<file path="src/rtl/adder_share_arb.sv">
// Shares one adder_nbit between NREQ valid/ready requesters. A round-robin arbiter
// grants one request at a time. Define ADDER_ARB_FIXED_PRIO_EN for lowest-index-wins arbitration.

module adder_nbit #(
  parameter int N = 10
) (
  input  logic [N-1:0] a_i,
  input  logic [N-1:0] b_i,
  output logic [N:0]   sum_o
);
  assign sum_o = {1'b0, a_i} + {1'b0, b_i};
endmodule

module adder_share_arb #(
  parameter int N    = 10,
  parameter int NREQ = 4,
  parameter int IDW  = 2
) (
  input  logic              clk,
  input  logic              rst_n,
  input  logic [NREQ-1:0]   req_valid,
  output logic [NREQ-1:0]   req_ready,
  input  logic [NREQ*N-1:0] req_a,
  input  logic [NREQ*N-1:0] req_b,
  output logic              rsp_valid,
  input  logic              rsp_ready,
  output logic [N:0]        rsp_sum,
  output logic [IDW-1:0]    rsp_id
);

  typedef enum logic [1:0] {IDLE, CALC, RESP} state_t;

  typedef struct packed {
    logic [N-1:0]   a;
    logic [N-1:0]   b;
    logic [IDW-1:0] id;
  } op_t;

  state_t                   state_q, state_d;
  op_t                      op_q;
  logic                     rsp_valid_q;
  logic [N:0]               rsp_sum_q;
  logic [IDW-1:0]           rsp_id_q;
  logic [NREQ-1:0][N-1:0]   a_arr, b_arr;
  logic                     gnt_found;
  logic [IDW-1:0]           gnt_idx;
  logic                     accept;
  logic [N:0]               sum_w;

  for (genvar i = 0; i < NREQ; i++) begin : g_unpack
    assign a_arr[i] = req_a[i*N +: N];
    assign b_arr[i] = req_b[i*N +: N];
  end

`ifdef ADDER_ARB_FIXED_PRIO_EN
  always_comb begin
    gnt_found = 1'b0;
    gnt_idx   = '0;
    // Descending scan so the lowest valid index is the last one written.
    for (int k = NREQ - 1; k >= 0; k--) begin
      if (req_valid[k]) begin
        gnt_found = 1'b1;
        gnt_idx   = IDW'(k);
      end
    end
  end
`else
  logic [IDW-1:0] rr_ptr_q;
  logic [IDW-1:0] scan_idx;

  always_comb begin
    gnt_found = 1'b0;
    gnt_idx   = '0;
    scan_idx  = '0;
    for (int k = 0; k < NREQ; k++) begin
      scan_idx = IDW'((int'(rr_ptr_q) + k) % NREQ);
      if (!gnt_found && req_valid[scan_idx]) begin
        gnt_found = 1'b1;
        gnt_idx   = scan_idx;
      end
    end
  end

  // Pointer moves only on an accept, so a waiting requester keeps its turn.
  always_ff @(posedge clk) begin
    if (!rst_n) begin
      rr_ptr_q <= '0;
    end else if (accept) begin
      rr_ptr_q <= (gnt_idx == IDW'(NREQ - 1)) ? '0 : gnt_idx + IDW'(1);
    end
  end
`endif

  assign accept = (state_q == IDLE) && gnt_found;

  always_comb begin
    req_ready = '0;
    if (rst_n && accept) req_ready[gnt_idx] = 1'b1;
  end

  always_comb begin
    state_d = state_q;
    case (state_q)
      IDLE:    if (gnt_found) state_d = CALC;
      CALC:    state_d = RESP;
      RESP:    if (rsp_ready) state_d = IDLE;
      default: state_d = IDLE;
    endcase
  end

  adder_nbit #(.N(N)) u_add (
    .a_i   (op_q.a),
    .b_i   (op_q.b),
    .sum_o (sum_w)
  );

  always_ff @(posedge clk) begin
    if (!rst_n) begin
      state_q     <= IDLE;
      op_q        <= '0;
      rsp_valid_q <= 1'b0;
      rsp_sum_q   <= '0;
      rsp_id_q    <= '0;
    end else begin
      state_q <= state_d;
      if (accept) begin
        op_q.a  <= a_arr[gnt_idx];
        op_q.b  <= b_arr[gnt_idx];
        op_q.id <= gnt_idx;
      end
      if (state_q == CALC) begin
        rsp_sum_q   <= sum_w;
        rsp_id_q    <= op_q.id;
        rsp_valid_q <= 1'b1;
      end else if (state_q == RESP && rsp_ready) begin
        rsp_valid_q <= 1'b0;
      end
    end
  end

  assign rsp_valid = rsp_valid_q;
  assign rsp_sum   = rsp_sum_q;
  assign rsp_id    = rsp_id_q;

endmodule

</file>
<file path="config.mk">
export PLATFORM = sky130hd
export DESIGN_NAME = adder_share_arb
export DESIGN_NICKNAME = d
export VERILOG_FILES = /design/src/rtl/adder_share_arb.sv
export SDC_FILE = /design/constraint.sdc
export NUM_CORES = 1
export LEC_CHECK = 0
export ABC_AREA = 1
export ABC_CLOCK_PERIOD_IN_PS = 1700
export CAP_MARGIN = 10
export CORE_MARGIN = 8
export CORE_UTILIZATION = 42
export CTS_CLUSTER_DIAMETER = 80
export DETAILED_ROUTE_END_ITERATION = 7
export PLACE_DENSITY_LB_ADDON = 0.12
export SYNTH_ARGS = -nofsm -noshare
export SYNTH_HDL_FRONTEND = slang
export SYNTH_SLANG_ARGS = --single-unit
</file>
<file path="constraint.sdc">
create_clock -name clk -period 1.7 [get_ports clk]
set_input_delay 0.255 -clock clk [delete_from_list [all_inputs] [get_ports clk]]
set_output_delay 0.255 -clock clk [all_outputs]
set_load 0.1 [all_outputs]
</file>
==> results of run 1 <==
[power groups by stage]
| stage | clock network (uW) | registers (uW) | logic, uW |
|---|---|---|---|
| 2_1_floorplan | 0 | 2280 | 3990 |
| 3_3_place_gp | 0 | 1580 | 6970 |
| 3_5_place_dp | 0 | 1590 | 7070 |
| 4_1_cts | 652 | 1600 | 9050 |
| 5_1_grt | 697 | 1680 | 10900 |
| 6_report | 639 | 1650 | 10200 |
[flip-flops by register name, summed over array words and instances, names as in the netlist]
name and flops:
rsp_sum 11, op_q 22, rsp_valid 1, rsp_id 2, rr_ptr_q 2, state_q 2
[placed cells by master, fill, tap and decap left out, types with 2 or more instances in the layout]
cell type        Yosys  final
clkbuf_1             6      2
buf_6                1     18
buf_12               0     23
dfxtp_1             40     35
clkdlybuf4s50_1      0     85
inv_1               53     47
a21oi_1             13      7
o21ai_2              0      4
nand3_1             44     19
a21oi_2              1      6
nand4_1              2      2
dfxtp_4              0      4
nand2_1            205    161
o21ai_1              1      3
ha_4                 0      8
xor2_1               5      3
nor2_4               2      7
xor2_2               0      2
nand3_2              3     26
nor2_1              58     51
buf_4                4     44
nand3b_1             6      6
nand2_2              6     45
nand3_4              0      2
inv_2                4      6
o21ai_0             15      9
inv_4                1      3
nand2_4              3      5
a21oi_4              0      2
buf_16               0      3
nor3b_2              0      6
nand2_8              0      3
ha_1                14      6
nor2_2               1      3
clkbuf_8             0      6
[logic make-up (layout without fill, tap and decap cells)]
kind of cell,Yosys count,in the layout
simple gates,339,339
flops,40,40
xor+xnor,6,6
buf+inv,76,241
compound gates,36,37
fa+ha+maj,15,15
[critical path, delay by kind of cell, from the launching register on]
kind / cells / cell delay, ns
adders and majority gates: 1 / 0.15
buffers and inverters: 4 / 0.52
DFF: 1 / 0.37
and+or+nand+nor: 8 / 0.80
[metal layers]
metal / up-vias / track usage (%) / routed length, um
li1: 1923 / - / -
met1: 1699 / 23.5 / 4460
met2: 136 / 35.9 / 5760
met3: 30 / 4.56 / 628
met4: 0 / 8.02 / 303
met5: - / 0 / 0
[area by class of cell]
type                            instances  area share (%)
Multi-Input combinational cell        397            43.6
Inverter                               58            4.17
Tap cell                               99            2.17
Timing Repair Buffer                  175            34.2
Clock buffer                            8            1.58
Sequential cell                        40            14.3
[metrics by stage]
stage / hold WS [ns] / util [%] / power [uW] / worst slack [ns] / TNS, ns
final: 0.498 / 80.4 / 12500 / -0.695 / -15.48
after detailed placement: 0.471 / 65.6 / 8660 / -0.632 / -14.42
after global placement: 0.469 / 65.6 / 8550 / -0.546 / -12.76
after floorplan: 0.437 / - / 6270 / -0.512 / -2.14
after CTS: 0.500 / 75.2 / 11300 / -0.669 / -14.08
after global routing: 0.520 / 80.4 / 13300 / -0.812 / -18.78
[worst min-delay path by stage]
stage / start / depth (start not counted) / endpoint / slack, ns
CTS: rsp_valid$_SDFFE_PN0P_ / 2 / rsp_valid$_SDFFE_PN0P_ / 0.50
floorplan: rsp_ready / 2 / state_q[1]$_SDFFE_PN0P_ / 0.44
global route: rsp_valid$_SDFFE_PN0P_ / 2 / rsp_valid$_SDFFE_PN0P_ / 0.52
detailed placement: op_q[0]$_SDFFE_PN0P_ / 2 / rsp_id[0]$_SDFFE_PN0P_ / 0.47
finish: rsp_valid$_SDFFE_PN0P_ / 2 / rsp_valid$_SDFFE_PN0P_ / 0.50
global placement: op_q[0]$_SDFFE_PN0P_ / 2 / rsp_id[0]$_SDFFE_PN0P_ / 0.47
[what timing repair did]
| action | CTS | global route |
|---|---|---|
| setup endpoints to repair | 32 | 36 |
| gates cloned | 4 | 0 |
| setup buffers | 23 | 15 |
| gates resized for setup | 81 | 92 |
| pin swaps | 37 | 59 |
==> metrics.md, run 1 <==
| Metric | Value |
|---|---|
| Rows | `31` |
| Max-slew violations | `0` |
| Pin count of the biggest net entering global routing | `21` |
| Vias per inst | `roughly 4.9` |
| Sw Pwr | `approximately 6300 uW` |
| Crit path cell chain | `buf_6, nand2_1, nand2_1, nand2_2, nand2_2, nor2_4, nand4_1, buf_4, nand2_8, ha_4, inv_4, nor2_4, buf_12` |
| I/O Pins | `105` |
| Synth Area in Compound Gates | `between 6 and 7%` |
| Count leader, synth | `nand2_1` |
| Clock Skews | `just over 0.004 ns` |
| Starting density of the core | `42.7%` |
| Design area | `~5700 um^2` |
| Area contributors post-synth | `dfxtp_1 26%, nand2_1 25%, nand3_1 7.3%, nor2_1 7.2%, inv_1 6.6%` |
| R2R Setup Slk | `-0.64 ns` |
| Post-synthesis cell area | `roughly 3000 um^2` |
| CP Data Arrival Time | `2.14 ns` |
| Number of max-cap violations | `0` |
| Largest family of logic cells by synthesized area | `simple AND/OR/NAND/NOR gates` |
| Clock Tree Buf Depth | `2` |
| Top post-synthesis cells by count | `205 x nand2_1, 58 x nor2_1, 53 x inv_1, 44 x nand3_1, 40 x dfxtp_1` |
| Fmax achieved | `about 420 MHz` |
| CTS tree | `built` |
| Crit path kind | `flip-flop to output pin` |
| Logic pwr share | `81.7%` |
| XOR/XNOR Fraction of Synth Area | `1.74%` |
| # port buffers | `roughly 100` |
| Synth top area share | `26.4%` |
| Post-Place Cells | `around 740` |
| Outcome | `finished, violations left` |
| Crit Path Max Fanout | `5` |
| Final min period | `between 2 and 2.5 ns` |
| Via Count | `3788` |
| TritonCTS Buffers | `5` |
| Reg2reg path depth | `18` |
| Leakage power | `around 0.0027 uW` |
| Synth warnings | `0` |
| CP required | `about 1.4 ns` |
| Worst r2r src | `rr_ptr_q[0]$_SDFFE_PN0P_` |
| Final Non-Filler Cells | `777` |
| Depth of the CTS H-tree | `2` |
| Asr flop ratio synth | `0%` |
| PD cells | `approximately 2200 nW/um^2` |
| Sequential cell area | `817 um^2` |
| Final period util | `141%` |
| Top_reg_cell synth | `dfxtp_1` |
| Startpoint types | `flip-flop` |
| Final HPWL DP | `approximately 7400 um` |
| Post-DRT Antenna Nets | `0` |
| Slew margin rel. | `67.9%` |
| Leading area contributor after synthesis | `dfxtp_1` |
| Slowest cell on the critical path | `dfxtp_4` |
| Unrepaired setup endpoints after global routing | `true` |
| Global-route wire length before repair | `around 17000 um` |
| Root buffer cell | `clkbuf_8` |
| Post-synthesis mux area share | `0%` |
| CP endpoint | `req_ready[0]` |
| First DRT Iteration DRCs | `approximately 150` |
| Total grt overflow | `0` |
| Avg Cell Area, Syn | `5.91 um^2` |
| Die height | `between 100 and 150 um` |
| Routed WL | `between 10000 and 15000 um` |
| Vias in the first global route | `between 3000 and 4000` |
| N_diodes | `0` |
| Placed Instance Area | `4660 um^2` |
| Simple-Gate Fraction of Synth Area | `between 40% and 50%` |
| Fill cell count | `between 400 and 500` |
| Hold Buf Count CTS | `0` |
| Register bit count reported by yosys | `40` |
| Avg WL per Cell | `roughly 14 um` |
| Clock power share | `approximately 5%` |
| Violated checks | `negative setup slack` |
| Num Clock Sinks | `40` |
| Maximum vdd ir drop | `between 1000 and 1500 uV` |
| Setup Viol. Count Final | `31` |
| Netlist cell types | `35` |
| Hold Crit Class | `flip-flop to flip-flop` |
| Antenna violations before repair | `0` |
| Net Sw Frac | `50.7%` |
| First-pass DRT Iterations | `4` |
| Post-synth EDFFs | `0` |
| Die width | `101 um` |
| Worst reg2reg endpoint | `op_q[10]$_SDFFE_PN0P_` |
| Core Region | `between 7000 and 8000 um^2` |
| Slew @ Worst Pin | `between 0.4 and 0.5 ns` |
| Final Hold Vio Count | `0` |
| Clock slew at reported path FFs | `0.07 ns` |
| Crit path from | `rr_ptr_q[0]$_SDFFE_PN0P_` |
| Multi-input logic area | `roughly 2500 um^2` |
| Die ar. | `about 10000 um^2` |
| Layout cells sized above 1 | `34.7%` |
| Worst setup margin | `-0.695 ns` |
| Total nets after synthesis | `614` |
| Pint | `6170 uW` |
| Final nets | `just under 800` |
| Worst setup EP type | `output pin` |
| Flop pwr share | `a little over an eighth` |
| Post-Synth Adder-Cell Area | `6.45%` |
| Register area share after synthesis | `between 20% and 30%` |
| RD Place Congestion | `between 0.9 and 1` |
| DRC Markers | `0` |
| Delay of the slowest critical-path stage | `approximately 0.37 ns` |
| Gr usage total | `about 20%` |
| Clk Latency, worst-skew pair | `about 0.29 ns` |
| Syn Inst Count | `between 500 and 600` |
| Syn-to-layout area delta | `88.4%` |
Note: power is estimated with default switching activity, not from simulation.
==> run 2, diff against run 1 <==
--- a/config.mk
+++ b/config.mk
@@ -8,7 +8,6 @@
 export ABC_AREA = 1
 export ABC_CLOCK_PERIOD_IN_PS = 1700
 export CAP_MARGIN = 10
-export CORE_MARGIN = 8
 export CORE_UTILIZATION = 42
 export CTS_CLUSTER_DIAMETER = 80
 export DETAILED_ROUTE_END_ITERATION = 7
==> run 2 against run 1 <==
Effect of this change: the flow still finishes with violations (negative setup slack); global-route usage up 5.2 points; clock skew rose by 0.0051 ns; sequential power hardly changed; via count is 3.4% lower; final area shrank 7.1%; setup slack better by 0.066 ns; first-iteration DRC count up 5.4%; clock-buffer cell count is the same; sequential cell count did not move; sequential share of layout area grew 1.0 points.
==> metrics.md, run 2 (synthesis results as in run 1) <==
| Metric | Value |
|---|---|
| Outcome | `finished, violations left` |
| Violated checks | `negative setup slack` |
| Gr usage total | `25.7% (+5.2 points)` |
| Worst setup margin | `-0.629 ns (+0.0657 ns)` |
| Vias in the first global route | `3458 (-7.9%)` |
| Slowest cell on the critical path | `dfxtp_4` |
| Rows | `30 (-3.2%)` |
| Commonest non-fill, non-tap cell in the layout | `nand2_1` |
| Leakage power | `0.00259 uW (-4.4%)` |
| Final min period | `2.33 ns (-0.0657 ns)` |
| Total grt overflow | `0 (unchanged)` |
| Starting density of the core | `44.1% (+1.4 points)` |
| Clock Skews | `0.00926 ns (+0.00511 ns)` |
| PD cells | `2040 nW/um^2 (-6.9%)` |
| Clock slew at reported path FFs | `0.08 ns (about the same)` |
| TritonCTS Buffers | `5 (unchanged)` |
| Number of max-cap violations | `0 (unchanged)` |
| Vias per inst | `4.80 (-1.6%)` |
| Post-DRT Antenna Nets | `0 (unchanged)` |
| Die height | `86.9 um (-14%)` |
| Avg WL per Cell | `12.4 um (-14%)` |
| Buf/Inv on CP | `4 (unchanged)` |
| CTS tree | `built` |
| Final HPWL DP | `6890 um (-7.2%)` |
| CP Data Arrival Time | `2.07 ns (-0.07 ns)` |
| Antenna violations before repair | `0 (unchanged)` |
| Worst hold margin | `0.511 ns (+0.0130 ns)` |
| Commonest cells after routing, fill and taps aside | `185 x nand2_1, 84 x clkdlybuf4s50_1, 49 x nor2_1, 48 x inv_1, 47 x buf_4` |
| Crit path kind | `flip-flop to output pin` |
| Global-route wire length before repair | `15400 um (-9.4%)` |
| Setup TNS | `-9.09 ns (+6.39 ns)` |
| Startpoint types | `flip-flop` |
| N_diodes | `0 (unchanged)` |
| Num Clock Sinks | `40 (unchanged)` |
| First-pass DRT Iterations | `4 (unchanged)` |
| Clock Tree Buf Depth | `2 (unchanged)` |
| Hold Buf Count CTS | `0 (unchanged)` |
| Crit Path Max Fanout | `8 (+3)` |
| Unrepaired setup endpoints after global routing | `true` |
| Core Region | `6870 um^2 (-3.2%)` |
| Root buffer cell | `clkbuf_8` |
| First DRT Iteration DRCs | `156 (+5.4%)` |
| I/O Pins | `105 (unchanged)` |
| Routed WL | `9460 um (-15%)` |
| # port buffers | `104 (unchanged)` |
| Final Hold Vio Count | `0 (unchanged)` |
| Maximum vdd ir drop | `1540 uV (+36%)` |
| Finished Core Util | `77.1% (-3.2 points)` |
| RD Place Congestion | `0.864 (-4.8%)` |
| Worst path top cell family by delay | `simple AND/OR/NAND/NOR gates` |
| Fmax achieved | `429 MHz (+2.8%)` |
| Final nets | `768 (-1.4%)` |
| Delay of the slowest critical-path stage | `0.40 ns (+0.03 ns)` |
| Placed Instance Area | `4650 um^2 (about the same)` |
| Slew margin rel. | `69.3% (+1.4 points)` |
| Max reg flops | `22 (unchanged)` |
| Setup Viol. Count Final | `31 (unchanged)` |
| Hold Crit Class | `flip-flop to flip-flop` |
| CP required | `1.44 ns (about the same)` |
| Pin count of the biggest net entering global routing | `27 (+29%)` |
| DRC Markers | `0 (unchanged)` |
| Most used cell, CP | `nand2_4` |
| Die ar. | `7550 um^2 (-26%)` |
| Syn-to-layout area delta | `75.0%` |
| Die width | `86.9 um (-14%)` |
| Most flops, register | `op_q` |
| Depth of the CTS H-tree | `2 (unchanged)` |
| Fill cell count | `540 (+19%)` |
| Crit path cell chain | `inv_6, nand2_2, nand2_4, nand2_4, nand2_4, nor2_4, nand4_1, nand2_4, buf_6, ha_4, inv_2, nor2_4, buf_12` |
| Worst setup EP type | `output pin` |
| Final period util | `137% (-3.9 points)` |
| Clk Latency, worst-skew pair | `0.29 ns (about the same)` |
| Layout cells sized above 1 | `26.1% (-8.6 points)` |
| Design area | `5300 um^2 (-7.1%)` |
| Via Count | `3660 (-3.4%)` |
| Max-slew violations | `0 (unchanged)` |
| Slew @ Worst Pin | `0.459 ns (-0.0211 ns)` |
==> run 2: changes by cell type in the layout (fill, tap and decap cells not counted), moves of 3 or more <==
cell / previous run / this run
nand2_2: 45 / 15
nand2_1: 161 / 185
nand3_1: 19 / 39
nand3_2: 26 / 8
buf_6: 18 / 8
nand2_4: 5 / 12
buf_12: 23 / 19
buf_16: 3 / 0
buf_4: 44 / 47
buf_8: 1 / 4
nor3b_1: 1 / 4
==> run 2: path summary, 6_finish.rpt <==
kind                             from                  endpoint  slack [ns]  cells after the start
max          rr_ptr_q[0]$_SDFFE_PN0P_              req_ready[1]       -0.63                     13
min          rsp_sum[10]$_SDFFE_PN0P_  rsp_sum[10]$_SDFFE_PN0P_        0.51                      2
max reg2reg  rr_ptr_q[0]$_SDFFE_PN0P_     op_q[16]$_SDFFE_PN0P_       -0.32                     17
min reg2reg  rsp_sum[10]$_SDFFE_PN0P_  rsp_sum[10]$_SDFFE_PN0P_        0.51                      2
==> run 2: worst reg2reg max path, stage by stage (launching register included) <==
cell	delay, ns
dfxtp_4	0.40
inv_6	0.06
nand2_2	0.08
nand2_4	0.08
nand2_4	0.08
nand2_4	0.05
nor2_4	0.14
buf_4	0.12
nand3b_1	0.10
nand2_2	0.12
buf_4	0.12
buf_8	0.12
a21oi_4	0.04
buf_6	0.12
nand2_1	0.08
nand2_1	0.07
nand2_1	0.07
nand2_1	0.06
==> run 2: report_power, final <==
| group | total [uW] | switching [uW] | internal, uW |
|---|---|---|---|
| combinational | 8500 | 4860 | 3640 |
| sequential | 1650 | 338 | 1310 |
| clock | 659 | 328 | 331 |
| total | 10800 | 5530 | 5280 |
==> run 2: final cells by class <==
| class | count | area [um^2] | area share [%] |
|---|---|---|---|
| clock buffers | 8 | 90.1 | 1.70 |
| repair buffers | 165 | 1770 | 33.4 |
| inverters | 58 | 233 | 4.39 |
| well taps | 96 | 120 | 2.27 |
| flip-flops and latches | 40 | 815 | 15.4 |
| multi-input cells | 396 | 2270 | 42.9 |
==> run 2: what timing repair did <==
action | CTS | global route
setup buffers | 11 | 9
cloned | 1 | 1
endpoints found under the setup margin | 33 | 36
pin swaps | 18 | 20
resized for setup | 47 | 56
==> run 2: layer usage <==
layer	vias to the layer above	global-route usage (%)	wire [um]
met5	-	0	0
met4	0	7.42	68
met3	9	4.17	425
met2	92	46.0	4810
met1	1659	31.6	4160
li1	1900	-	-
==> run 2: metrics by stage <==
step,worst slack (ns),power (uW),cells
2_1_floorplan,-0.512,6270,512
3_3_place_gp,-0.556,8520,734
3_5_place_dp,-0.610,8620,734
4_1_cts,-0.616,9970,754
5_1_grt,-0.753,11600,763
6_report,-0.629,10800,763
==> run 3, diff against run 2 <==
--- a/config.mk
+++ b/config.mk
@@ -12,6 +12,7 @@
 export CTS_CLUSTER_DIAMETER = 80
 export DETAILED_ROUTE_END_ITERATION = 7
 export PLACE_DENSITY_LB_ADDON = 0.12
+export SLEW_MARGIN = 0
 export SYNTH_ARGS = -nofsm -noshare
 export SYNTH_HDL_FRONTEND = slang
 export SYNTH_SLANG_ARGS = --single-unit
==> results of run 3 <==
Final layout, timing and power as in run 2 (identical DEF).
